==> config.mk <==
export PLATFORM = sky130hd
export DESIGN_NAME = tl45_regfile_mp
export DESIGN_NICKNAME = d
export VERILOG_FILES = /design/src/rtl/tl45_regfile_mp.sv
export SDC_FILE = /design/constraint.sdc
export NUM_CORES = 1
export LEC_CHECK = 0
export ABC_AREA = 1
export CORE_ASPECT_RATIO = 1.75
export CORE_MARGIN = 2
export CORE_UTILIZATION = 52
export CTS_BUF_LIST = sky130_fd_sc_hd__clkbuf_8 sky130_fd_sc_hd__clkbuf_16
export DETAILED_ROUTE_END_ITERATION = 8
export PLACE_DENSITY = 0.7
export SYNTH_ARGS = -nofsm -noshare
export SYNTH_HDL_FRONTEND = slang
export SYNTH_SLANG_ARGS = --single-unit
==> constraint.sdc <==
create_clock -name clk -period 2.5 [get_ports clk]
set_clock_uncertainty 0.05 [all_clocks]
set_input_delay 0.25 -clock clk [delete_from_list [all_inputs] [get_ports clk]]
set_output_delay 0.25 -clock clk [all_outputs]
set_load 0.02 [all_outputs]
==> src/rtl/tl45_regfile_mp.sv <==
// Multi-read-port register file: entry 0 reads as zero, registered reads, byte-masked write,
// and a post-reset clear sequencer. Define TL45_REGFILE_BYPASS_EN for write-first same-edge reads.
module tl45_regfile_mp #(
    parameter int DATA_W = 32,
    parameter int ADDR_W = 4,
    parameter int NUM_RD = 2
) (
    input  logic                     clk,
    input  logic                     reset,
    input  logic [NUM_RD-1:0]        rd_en,
    input  logic [NUM_RD*ADDR_W-1:0] rd_addr,
    output logic [NUM_RD*DATA_W-1:0] rd_data,
    input  logic                     wr_en,
    input  logic [ADDR_W-1:0]        wr_addr,
    input  logic [DATA_W/8-1:0]      wr_be,
    input  logic [DATA_W-1:0]        wr_data,
    output logic                     ready
);

    localparam int DEPTH = 2 ** ADDR_W;
    localparam int NB    = DATA_W / 8;
    localparam logic [ADDR_W-1:0] LAST_ADDR = '1;

    typedef enum logic {
        CLEAR,
        READY
    } state_t;

    state_t            state;
    logic [ADDR_W-1:0] clr_ptr;
    logic [DATA_W-1:0] mem [1:DEPTH-1];
    logic [DATA_W-1:0] rd_word [NUM_RD];
    logic              wr_fire;

    assign wr_fire = (state == READY) && wr_en && (wr_addr != '0);

    always_ff @(posedge clk) begin
        if (reset) begin
            state   <= CLEAR;
            clr_ptr <= ADDR_W'(1);
            ready   <= 1'b0;
        end else if (state == CLEAR) begin
            clr_ptr <= clr_ptr + ADDR_W'(1);
            if (clr_ptr == LAST_ADDR) begin
                state <= READY;
                ready <= 1'b1;
            end
        end
    end

    // Storage has no reset; the sequencer zeroes one entry per cycle instead.
    always_ff @(posedge clk) begin
        if (!reset) begin
            if (state == CLEAR) begin
                mem[clr_ptr] <= '0;
            end else if (wr_fire) begin
                for (int unsigned b = 0; b < NB; b++) begin
                    if (wr_be[b]) mem[wr_addr][8*b +: 8] <= wr_data[8*b +: 8];
                end
            end
        end
    end

    always_comb begin
        for (int unsigned p = 0; p < NUM_RD; p++) begin
            rd_word[p] = '0;
            if (rd_addr[p*ADDR_W +: ADDR_W] != '0) begin
                rd_word[p] = mem[rd_addr[p*ADDR_W +: ADDR_W]];
`ifdef TL45_REGFILE_BYPASS_EN
                if (wr_fire && (wr_addr == rd_addr[p*ADDR_W +: ADDR_W])) begin
                    for (int unsigned b = 0; b < NB; b++) begin
                        if (wr_be[b]) rd_word[p][8*b +: 8] = wr_data[8*b +: 8];
                    end
                end
`endif
            end
        end
    end

    always_ff @(posedge clk) begin
        if (reset) begin
            rd_data <= '0;
        end else begin
            for (int unsigned p = 0; p < NUM_RD; p++) begin
                if (rd_en[p]) begin
                    rd_data[p*DATA_W +: DATA_W] <= (state == CLEAR) ? '0 : rd_word[p];
                end
            end
        end
    end

endmodule
# Word-level counts from Yosys, hierarchy flattened
# Memory sizes are Yosys's and may differ from the RTL's.
# Index checks and enable logic that the tools add are counted.
word_totals:
  reg_bits: 70
  mem_bits_rw: 480
  out_inout_bits: 65
  n_memories: 1
  wordCells: 48
op_classes:
  muxes: 32
  eq_ne: 1
  reduce_logical: 7
  bitwise_logic: 1
  addsub: 1
mem_list:
  columns: ["memory", "depth", "word_bits", "rd", "rd_ports_with_merged_regs", "wr", "line", "source"]
  rows:
  - ["mem", 15, 32, 2, 0, 1, "31", "logic [DATA_W-1:0] mem [1:DEPTH-1];"]
ops:
  columns: ["op", "count"]
  rows:
  - ["$mux 32", 5]
  - ["$reduce_or 32->1", 1]
  - ["$mux 1", 25]
  - ["$reduce_bool 4->1", 3]
  - ["$mux 4", 2]
  - ["$add 4x1->4 const B", 1]
  - ["$eq 4x4->1 const B", 1]
  - ["$logic_and 1x1->1", 2]
  - ["$reduce_and 2->1", 1]
  - ["$not 1->1", 1]

# Depth between registers and ports, before layout
# Gate-level depths: netlist (run 1).
logic_depth:
  word_depth: 8
  mapped_depth: 12
  ltp_nobuf: 10

# Worst setup path before layout (run 1)
# Ideal clock, no wire load.
synth_path:
  kind: "register to register"
  start: "register state"
  end: "memory mem[10][0], enable pin"
  required_time_ns: 2.080
  arrival_ns: 1.652
  stages_incl_launch_ff: 9
  synth_period_minus_slack_ns: 2.072
  setup_time_ns: 0.370
  setup_slack_ns: 0.428
  path_cell_list: "dfxtp_1 -> nand2_2 -> a21oi_4 -> o21ai_4 -> nand3_1 -> nand2_2 -> nor2_4 -> nand2_2 -> nor2_1"
synth_via:
  elab_chain_cells: 8
synth_lines:
  columns: ["item", "line", "source"]
  rows:
  - ["start: declaration", "29", "state_t state;"]
  - ["start signal: assignment", "39", "state <= CLEAR;"]
  - ["start signal: assignment", "45", "state <= READY;"]
  - ["$logic_and 1x1->1 (2 in a row)", "35", "assign wr_fire = (state == READY) && wr_en && (wr_addr != '0);"]
  - ["$mux 1", "56", "end else if (wr_fire) begin"]
  - ["$mux 1", "54", "if (state == CLEAR) begin"]
  - ["$mux 1", "53", "if (!reset) begin"]
  - ["$mux 1 (implied by the code)", "58", "if (wr_be[b]) mem[wr_addr][8*b +: 8] <= wr_data[8*b +: 8];"]
  - ["$reduce_or 32->1 (no source line)", null, null]
  - ["$mux 4 (no source line)", null, null]
  - ["end: declaration", "31", null]
# Several ways; a longest one is shown, not always the timed one.

# Final worst setup path (run 1)
layout_path:
  start: "register state"
  end: "memory mem[4][16], enable pin"
# The elaborated chain is that of the path after synthesis.

==> run_results.csv, run 1 <==
group,metric,value,unit
layout,finalNetCount,3246,
logic_synthesis,synth.area.top_cells,"edfxtp_1 (53%), nand2_1 (10%), o21ai_0 (5.3%), o211ai_1 (5.2%), dfxtp_1 (5.1%)",
run,timing.max_cap.violations,0,
timing,rsz0062_at_grt,"no",
global_routing,grt_pass1_wl,131000,um
clocking,clk_latency,0.59,ns
logic_synthesis,async_flop_share,0,%
logic_synthesis,yosys.area.top_type,"edfxtp_1",
critical_path,timing.reg2reg.setup_slack,0.08,ns
logic_synthesis,netlist_area,27300,um^2
timing,setup_viol,0,
floorplan,num_rows,111,
timing,finalSetupTns,0,ns
logic_synthesis,yosys-top-cells-count,"nand2_1 (760), edfxtp_1 (480), inv_1 (361), o21ai_0 (291), nor2_1 (224)",
placement,place_congestion,0.948,
critical_path,cp.required,2.74,ns
clocking,ctsHoldBuffers,0,
clocking,cts_tree,"built",
logic_synthesis,synth_cell_types,30,
floorplan,die_area,54400,um^2
critical_path,crit_fanout,8,
layout,num_antenna_cells,0,
timing,maxSlewHeadroom,33.6,%
logic_synthesis,synth-main-ff-cell,"edfxtp_1",
status,status,"completed",
timing,fin_crit_sh,96.7,%
critical_path,crit_type,"reg2reg",
global_routing,overflow,0,
layout,num-fill-cells,4257,
timing,max_freq,413,MHz
logic_synthesis,synth.most_common_cell,"nand2_1",
pwr,leakage,0.0129,uW
global_routing,grt_pass1_vias,22400,
timing,period_minus_slack,2.42,ns
floorplan,die-height,307,um
logic_synthesis,synth-seq-cells,550,
route,drc_errors,0,
timing,worstMarginPinSlew,0.993,ns
layout,fin_area,31900,um^2
layout,multiInputGateArea,9220,um^2
route,drt_wl_total,88000,um
route,wl_per_cell,22.5,um
logic_synthesis,synth_nets,3117,
logic_synthesis,yosys_warnings,0,
logic_synthesis,synth_top_area_share,52.8,%
route,antenna_left,0,
layout,areaGrowthSynthToFinish,16.8,%
clocking,cts-root-buf,"clkbuf_16",
global_routing,grt_max_degree,119,
timing,hold_violations,0,
layout,regArea,15800,um^2
floorplan,ios,118,
min_path,hp-class,"in2reg",
critical_path,worstPathCellList,"nand2_2 > a21oi_4 > o21ai_4 > buf_4 > nand3_1 > nand2_2 > nor2_4 > nand2_2 > nor2_1 > buf_4",
logic_synthesis,syn_area_per_cell,8.92,um^2
pwr,power-per-cell-area,622,nW/um^2
placement,place_area,30200,um^2
route,dr.pass1.iters,7,
floorplan,die_w,177,um
pwr,ir_drop,0.568,mV
logic_synthesis,synth_edf_count,480,
critical_path,max_stage_delay,0.43,ns
layout,drive_above_1_share,9.57,%
route,drt_iter0_drc,2714,
clocking,clkTransAtPathRegs,0.07,ns
critical_path,crit_arrival,2.66,ns
critical_path,end_kind,"flip-flop",
route,vias,23300,
placement,place.port_buffers,117,
logic_synthesis,postSynthCellCount,3063,
clocking,post_cts_buffers,0,
floorplan,coreArea,52100,um^2
timing,drv_slew,0,
global_routing,track_usage,32.4,%
route,vias_per_cell,5.95,
floorplan,initial_core_util,52.4,%
clocking,numCtsBuffers,48,
global_routing,antenna_found_initial,1,
clocking,post_cts_resized,0,
critical_path,cpMaxStageDelayCell,"dfxtp_1",
logic_synthesis,ys_seq_area_share,57.9,%
critical_path,critPathLaunchType,"flip-flop",
clocking,cts_buffer_depth,3,
clocking,cts.sinks,550,
placement,hpwlAfterDp,58900,um
clocking,h-tree-depth,2,
critical_path,cp_common_cell,"nand2_2",
critical path: cells and delay by family, from the launching register on:
kind	cells	cell delay, ns
AOI/OAI and AO/OA	2	0.33
buffers and inverters	2	0.38
DFF	1	0.43
and+or+nand+nor	6	0.92
cell usage in the layout (no fill, tap or decap), types with 5 or more instances in the layout:
master / n
clkdlybuf4s50_1: 109
nand2_2: 24
clkbuf_16: 49
o211ai_1: 188
nor2_4: 10
nand2_1: 760
a31oi_1: 22
nor2_1: 219
inv_6: 6
clkinv_2: 6
dfxtp_1: 70
o21ai_1: 9
inv_1: 366
a21oi_1: 172
buf_12: 43
edfxtp_1: 480
bufinv_16: 8
nand3b_1: 22
nor2_2: 5
nand3_1: 205
o21ai_0: 291
clkinv_4: 6
buf_4: 130
layer usage:
layer  share of wire [%]  GRT usage, %  up-vias
met5                   0             0        -
met1                  34          36.0    11000
met4                 8.3          23.3        0
met2                  50          56.6     1320
li1                    -             -    10600
met3                 7.6          4.17      399
final timing paths:
| check | from | to | cells after the start |
|---|---|---|---|
| hold / removal | reset | rd_data[63]$_SDFFE_PP0P_ | 3 |
| hold reg to reg | rd_data[38]$_SDFFE_PP0P_ | rd_data[38]$_SDFFE_PP0P_ | 2 |
| setup / recovery | state$_SDFF_PP0_ | mem[4][16]$_DFFE_PP_ | 10 |
| setup reg to reg | state$_SDFF_PP0_ | mem[4][16]$_DFFE_PP_ | 10 |
layout make-up:
| cell class | instances | area share (%) |
|---|---|---|
| flip-flops and latches | 550 | 49.6 |
| multi-input cells | 1938 | 28.9 |
| repair buffers | 289 | 9.37 |
| inverters | 365 | 4.30 |
| clock buffers | 49 | 3.84 |
| well taps | 678 | 2.66 |
| clock inverters | 38 | 1.36 |
state kept, by name, indices dropped and copies added (netlist names):
| signal | cells |
|---|---|
| mem | 480 |
| state | 1 |
| ready | 1 |
| clr_ptr | 4 |
| rd_data | 64 |
cell families (layout without fill, tap and decap cells):
logic type	after synthesis	count (layout)	share of synthesized area, %
compound gates	686	686	14.6
xor+xnor	1	1	0.0321
fa+ha+maj	1	1	0.0458
buf+inv	575	741	8.46
flops	550	550	57.9
simple gates	1250	1250	19.0
power breakdown:
part | total [uW] | switching, uW | internal [uW]
registers | 9990 | 34.9 | 9950
clock network | 7900 | 3460 | 4440
logic | 1960 | 1340 | 620
metrics by stage:
stage	std cells	setup slack (ns)	power [uW]	hold WS, ns	utilization [%]
4_1_cts	3907	0.00964	19900	0.105	61.2
6_report	3907	0.0813	19800	0.125	61.3
5_1_grt	3907	0.00978	20400	0.137	61.3
2_1_floorplan	3063	0.428	11400	0.422	-
3_3_place_gp	3820	-0.129	12100	0.403	58.0
3_5_place_dp	3820	-0.306	12100	0.404	58.0
(Power assumes the default switching activity.)
==> run 2, diff against run 1 <==
Settings changed: SLEW_MARGIN set to 30.
==> run_results.csv, run 2 (synthesized netlist as in run 1, its figures left out) <==
group,metric,value,unit
floorplan,die_w,177,um
pwr,ir_drop,0.570,mV
min_path,hp-class,"in2reg",
clocking,cts.sinks,550,
route,drt_iter0_drc,2591,
clocking,clk_latency,0.59,ns
timing,rsz0062_at_grt,"no",
pwr,power-per-cell-area,622,nW/um^2
clocking,numCtsBuffers,48,
critical_path,crit_arrival,2.66,ns
route,vias_per_cell,5.94,
layout,finalNetCount,3246,
clocking,h-tree-depth,2,
timing,worst_hold_slack,0.123,ns
timing,maxSlewHeadroom,48.6,%
clocking,ctsHoldBuffers,0,
timing,max_freq,414,MHz
global_routing,track_usage,32.4,%
pwr,leakage,0.0129,uW
route,dr.pass1.iters,6,
layout,num_antenna_cells,0,
placement,hpwlAfterDp,58900,um
layout,fin_area,31900,um^2
global_routing,grt_pass1_wl,131000,um
placement,place_congestion,0.948,
route,antenna_left,0,
placement,place.port_buffers,117,
floorplan,initial_core_util,52.4,%
clocking,post_cts_resized,0,
critical_path,cp.required,2.74,ns
floorplan,coreArea,52100,um^2
clocking,cts_tree,"built",
global_routing,grt_pass1_vias,22400,
route,drt_wl_total,87900,um
clocking,cts-root-buf,"clkbuf_16",
timing,hold_violations,0,
status,status,"completed",
critical_path,end_kind,"flip-flop",
placement,place_area,30200,um^2
run,timing.max_cap.violations,0,
layout,num-fill-cells,4255,
floorplan,die-height,307,um
layout,drive_above_1_share,9.63,%
critical_path,crit_fanout,8,
floorplan,num_rows,111,
layout,areaGrowthSynthToFinish,16.8,%
layout,final_cell_mix,"nand2_1 (760), edfxtp_1 (480), inv_1 (366), o21ai_0 (291), nor2_1 (217)",
layout,regMostFlops,"mem",
route,wl_per_cell,22.5,um
route,drc_errors,0,
timing,fin_crit_sh,96.7,%
floorplan,die_area,54400,um^2
clocking,clkTransAtPathRegs,0.07,ns
global_routing,overflow,0,
route,vias,23200,
timing,period_minus_slack,2.42,ns
clocking,cts_buffer_depth,3,
layout,largest_register_ffs,480,
layout,reg_top3,"mem (480), rd_data (64), clr_ptr (4)",
timing,setup_viol,0,
clocking,post_cts_buffers,0,
layout,final_common_cell,"nand2_1",
critical_path,critPathLaunchType,"flip-flop",
global_routing,antenna_found_initial,1,
global_routing,grt_max_degree,119,
critical_path,crit_type,"reg2reg",
timing,drv_slew,0,
floorplan,ios,118,
timing,worstMarginPinSlew,0.770,ns
[run 2: changes by cell type in the layout (fill, tap and decap cells not counted)]
cell / before / now
nor2_1: 219 / 217
nor2_2: 5 / 7
[run 2: layout make-up]
class / count / area, um^2 / area share, %
Timing Repair Buffer: 289 / 2990 / 9.37
Clock buffer: 49 / 1230 / 3.84
Sequential cell: 550 / 15800 / 49.6
Inverter: 365 / 1370 / 4.30
Tap cell: 678 / 848 / 2.66
Multi-Input combinational cell: 1938 / 9220 / 28.9
Clock inverter: 38 / 434 / 1.36
[run 2: final timing paths]
path	from	end	slack, ns	cells after the start
setup / recovery	state$_SDFF_PP0_	mem[14][18]$_DFFE_PP_	0.08	10
setup reg to reg	state$_SDFF_PP0_	mem[14][18]$_DFFE_PP_	0.08	10
hold reg to reg	rd_data[38]$_SDFFE_PP0P_	rd_data[38]$_SDFFE_PP0P_	0.41	2
hold / removal	reset	rd_data[63]$_SDFFE_PP0P_	0.12	3
[run 2: metal layers]
metal / track usage, % / vias to the layer above / wire [um]
met5: 0 / - / 0
met4: 23.3 / 0 / 7260
met3: 4.17 / 396 / 6770
met2: 56.6 / 1346 / 44100
met1: 36.0 / 10900 / 29700
li1: - / 10600 / -
[run 2: power breakdown]
part           total, uW  switching, uW  internal [uW]
logic               1960           1340            620
registers           9990           35.1           9950
clock network       7900           3460           4440
total              19800           4830          15000
[run 2: worst max-delay path, stage by stage, from the launching register on]
cell and delay [ns]:
dfxtp_1 0.43, nand2_2 0.09, a21oi_4 0.22, o21ai_4 0.11, buf_4 0.18, nand3_1 0.11, nand2_2 0.11, nor2_4 0.17
nand2_2 0.27, nor2_1 0.18, buf_4 0.20
[run 2: metrics by stage]
stage               instances  power, uW  TNS (ns)  worst slack (ns)  utilization, %
floorplan                3063      11400         0             0.428               -
global placement         3820      12100    -32.01            -0.129            58.0
detailed placement       3820      12100    -86.37            -0.306            58.0
CTS                      3907      19900         0           0.00964            61.2
global route             3907      20400         0           0.00978            61.3
finish                   3907      19800         0            0.0818            61.3
